<file path="src/rtl/mc_fetch_unit.sv">
// mc_fetch_unit: PC / IR / MDR / ALUOut register stage of the multicycle MIPS datapath.
// Optional PC alignment trap is built when the macro PC_ALIGN_CHECK_EN is defined.
module mc_fetch_unit #(
  parameter logic [31:0] RESET_PC = 32'h0000_0000
) (
  input  logic        clk,
  input  logic        reset,
  input  logic        pcwrite,
  input  logic        branch,
  input  logic        zero,
  input  logic [1:0]  pcsrc,
  input  logic        IorD,
  input  logic        IRwrite,
  input  logic [31:0] aluresult,
  input  logic [31:0] readdata,
  output logic [31:0] adr,
  output logic [31:0] instr,
  output logic [5:0]  op,
  output logic [5:0]  funct,
  output logic [31:0] data,
  output logic [31:0] aluout,
  output logic [31:0] pc,
  output logic        pcen,
  output logic [31:0] icount,
  output logic        misalign
);

  logic [31:0] pc_r;
  logic [31:0] instr_r;
  logic [31:0] data_r;
  logic [31:0] aluout_r;
  logic [31:0] icount_r;
  logic [31:0] jump_target_s;
  logic [31:0] pc_src_s;
  logic        pcen_s;
  logic        pc_sel_ok_s;
  logic        pc_load_s;

  // Effective PC enable and next-PC source; the jump target uses the pre-edge pc/instr
  always_comb begin
    pcen_s        = pcwrite | (branch & zero);
    jump_target_s = {pc_r[31:28], instr_r[25:0], 2'b00};
    pc_src_s      = pc_r;
    pc_sel_ok_s   = 1'b0;
    case (pcsrc)
      2'b00: begin
        pc_src_s    = aluresult;
        pc_sel_ok_s = 1'b1;
      end
      2'b01: begin
        pc_src_s    = aluout_r;
        pc_sel_ok_s = 1'b1;
      end
      2'b10: begin
        pc_src_s    = jump_target_s;
        pc_sel_ok_s = 1'b1;
      end
      default: begin
        pc_src_s    = pc_r;
        pc_sel_ok_s = 1'b0;
      end
    endcase
  end

`ifdef PC_ALIGN_CHECK_EN
  logic misalign_r;
  logic bad_align_s;

  // Alignment screen: a misaligned load, or any load after a trap, never reaches pc
  always_comb begin
    bad_align_s = (pc_src_s[1:0] != 2'b00);
    if (misalign_r || bad_align_s) begin
      pc_load_s = 1'b0;
    end else begin
      pc_load_s = pcen_s & pc_sel_ok_s;
    end
  end

  // Sticky trap flag, cleared only by reset
  always_ff @(posedge clk) begin
    if (reset) begin
      misalign_r <= 1'b0;
    end else if (pcen_s && pc_sel_ok_s && bad_align_s) begin
      misalign_r <= 1'b1;
    end else begin
      misalign_r <= misalign_r;
    end
  end

  assign misalign = misalign_r;
`else
  // Without the trap every selected, enabled load is taken
  always_comb begin
    pc_load_s = pcen_s & pc_sel_ok_s;
  end

  assign misalign = 1'b0;
`endif

  // Architectural registers; reset overrides every enable
  always_ff @(posedge clk) begin
    if (reset) begin
      pc_r     <= RESET_PC;
      instr_r  <= 32'h0000_0000;
      data_r   <= 32'h0000_0000;
      aluout_r <= 32'h0000_0000;
      icount_r <= 32'h0000_0000;
    end else begin
      if (pc_load_s) begin
        pc_r <= pc_src_s;
      end
      if (IRwrite) begin
        instr_r  <= readdata;
        icount_r <= icount_r + 32'd1;
      end
      data_r   <= readdata;
      aluout_r <= aluresult;
    end
  end

  assign adr    = IorD ? aluout_r : pc_r;
  assign instr  = instr_r;
  assign op     = instr_r[31:26];
  assign funct  = instr_r[5:0];
  assign data   = data_r;
  assign aluout = aluout_r;
  assign pc     = pc_r;
  assign pcen   = pcen_s;
  assign icount = icount_r;

endmodule

</file>
<file path="config.mk">
export PLATFORM = sky130hd
export DESIGN_NAME = mc_fetch_unit
export DESIGN_NICKNAME = d
export VERILOG_FILES = /design/src/rtl/mc_fetch_unit.sv
export SDC_FILE = /design/constraint.sdc
export NUM_CORES = 1
export LEC_CHECK = 0
export ABC_AREA = 1
export BUFFER_PORTS_ARGS = -buffer_cell sky130_fd_sc_hd__buf_2
export CAP_MARGIN = 20
export CORE_MARGIN = 5
export CORE_UTILIZATION = 44
export DETAILED_ROUTE_END_ITERATION = 6
export PLACE_DENSITY_LB_ADDON = 0.15
export SYNTH_ARGS = -nofsm -noshare
export SYNTH_HDL_FRONTEND = slang
export SYNTH_SLANG_ARGS = --single-unit
</file>
<file path="constraint.sdc">
create_clock -name clk -period 1.3 [get_ports clk]
set_input_delay 0.13 -clock clk [delete_from_list [all_inputs] [get_ports clk]]
set_output_delay 0.13 -clock clk [all_outputs]
set_load 0.03 [all_outputs]
</file>
==> flow_summary.yaml <==
status:
  status: "finished, violations left"
  failed_checks: "setup timing"
synthesis:
  synth_area_per_cell_sq_um: 7.36
  synth_most_common_cell: "nor2_1"
  ys.flop_type: "dfxtp_1"
  synth-async-reset-ratio_pct: 0
  ys_ff_latch: 160
  synthCells: 917
  yosysTopAreaCell: "dfxtp_1"
  ys_types: 29
  yosysSeqAreaShare_pct: 47.5
  synth_top_cell_area_share_pct: 47.5
  synthesis.area_sq_mm: 0.00675
  yosys_warnings: 0
  yosys-top-cells-area: "dfxtp_1, nor2_1, inv_1, a21oi_1, o21ai_0"
  ys_top_cells_by_count: "nor2_1, dfxtp_1, inv_1"
  synth_edf_count: 0
  syn_nets: 995
power:
  peakVddDrop_uv: 803
  p_int_mw: 8.86
  pwr-share-seq_pct: 41.9
  swShare_pct: 31.1
  p_leak_nw: 4.99
  p_sw_mw: 4.01
  power_density_mw_per_mm2: 1240
  pwr-share-clk_pct: 37.7
  comb_power_share_pct: 20.5
  finalPower_mw: 12.9
setup_path:
  required_ns: 1.62
  crit_type: "reg2reg"
  arrival_ns: 1.65
  endpoint_kind: "flip-flop"
  r2r_start: "icount[1]"
  critPathLaunch: "icount[1]"
  cp_max_fo: 6
  start_kind: "flip-flop"
place:
  placed_area_sq_mm: 0.00858
  port_buffers: 277
  place_congestion: 0.858
  dp_hpwl_mm: 16.2
  place_worst_setup_slack_ns: -0.0561
clock_tree:
  cts_tree: "yes"
  cts_buffers: 17
  root_buffer: "clkbuf_16"
  htree_num_levels: 4
  clockBufferDepth: 2
  worstSkewPairLatency_ns: 0.42
  clk_pin_slew_ns: 0.07
  cts_sinks: 160
timing:
  finalWorstSetupSlack_ns: -0.0354
  period_minus_slack_ns: 1.34
  setup-violations-final: 2
  timing.fmax_mhz: 749
  tns_ns: -0.0393
  final_hold_viol_count: 0
  finalCritPeriodShare_pct: 103
  rsz0062_at_grt: "true"
  worst_clock_skew_ns: 0.00812
  slew_violations: 0
  hold_ws_ns: 0.139
grt:
  grt_usage_pct: 25.2
  grt_first_pass_wirelength_mm: 36.1
  grt_max_degree: 77
  antenna_found_initial: 0
  grt_pass1_vias: 6822
  grt_overflow: 0
final_layout:
  fin_area_sq_mm: 0.0104
  drive_gt1_share_pct: 42.3
  syn2layout_area_growth_pct: 53.5
  n_antenna_cell: 0
  final_nets: 1342
detailed_routing:
  dr.pass1.iters: 5
  postRouteAntennaNets: 0
  wire_per_inst_um: 16.0
  drc: 0
  viasPerCell: 4.97
  drt-total-wl_mm: 23.4
  drtIter0Drc: 401
  num_vias: 7281
hold_path:
  hold_path_class: "in2reg"
  worst_hold_startpoint: "IRwrite"
floorplanning:
  fp.dieH_um: 134
  start_util_pct: 44.5
  core_area_sq_mm: 0.0151
  rows: 45
  die_w_um: 134
  io_pins: 279
  dieArea_sq_mm: 0.0179
run:
  max_cap_violations: 0
[power by group through the flow]
stage          sequential [mW]  clock, mW  combinational, mW
2_1_floorplan             5.95          0               1.04
3_3_place_gp              5.46          0               2.29
3_5_place_dp              5.47          0               2.30
4_1_cts                   5.37       4.93               2.51
5_1_grt                   5.42       5.17               2.82
6_report                  5.39       4.85               2.63
[state kept, by name (all words and copies together) (netlist names)]
| register | cells |
|---|---|
| aluout | 32 |
| data | 32 |
| icount | 32 |
| instr | 32 |
| pc | 32 |
[layer usage]
layer	up-vias	wire length [um]	part of all wire, %	track usage (%)
met3	42	1790	7.6	6.56
met1	3331	10000	43	32.4
met2	289	11000	47	41.0
met5	-	0	0	0
met4	0	631	2.7	9.20
li1	3619	-	-	-
[stage by stage]
step           std cells  utilization (%)
5_1_grt             1465             68.4
3_5_place_dp        1354             56.6
2_1_floorplan        917                -
3_3_place_gp        1354             56.6
6_report            1465             68.4
4_1_cts             1452             65.4
[repair_timing]
item | 4_1_cts | 5_1_grt
hold buffers | 64 | 0
endpoints found under the setup margin | 25 | 63
pin swaps | 3 | 27
hold endpoints to repair | 96 | 0
setup buffers | 2 | 13
resized for setup | 34 | 157
[cells in the final DEF (no fill, tap or decap), types with 42 or more instances in the layout]
cell type and instances:
buf_2 245, nor2_1 195, inv_1 116, dfxtp_1 84
o21ai_0 68, dfxtp_2 68, dlygate4sd3_1 64, nand2_1 61
buf_4 56, a21oi_1 51, nand3_1 42
[worst max-delay path, cell delays in order, from the launching register on]
cell     delay (ns)
dfxtp_4        0.38
ha_4           0.16
nand3_4        0.10
nor2_4         0.12
nand2_2        0.08
nor2_4         0.18
nand3_1        0.11
nand2_1        0.08
nor2_1         0.04
[final timing paths]
| check | slack, ns | endpoint | cells after the start |
|---|---|---|---|
| setup / recovery | -0.04 | icount[26] | 8 |
| hold / removal | 0.14 | icount[12] | 3 |
| setup reg to reg | -0.04 | icount[26] | 8 |
| hold reg to reg | 0.50 | icount[6] | 2 |
[cells by family (layout without fill, tap and decap cells)]
family          after synthesis  in the layout  share of synthesized area, %
fa+ha+maj                     5              5                         0.927
other cells                   1              1                        0.0556
simple gates                370            370                          23.9
buf+inv                     193            553                          11.9
compound gates              183            183                          15.1
xor+xnor                      5              5                         0.649
flops                       160            160                          47.5
[cell type report]
class,count,area (sq um)
fill,1271,4790
timing repair buffer,392,2650
tap,188,235
clock inverter,12,126
inverter,129,489
multi-input combinational,564,3090
sequential,160,3320
clock buffer,20,447
(Power assumes the default switching activity.)
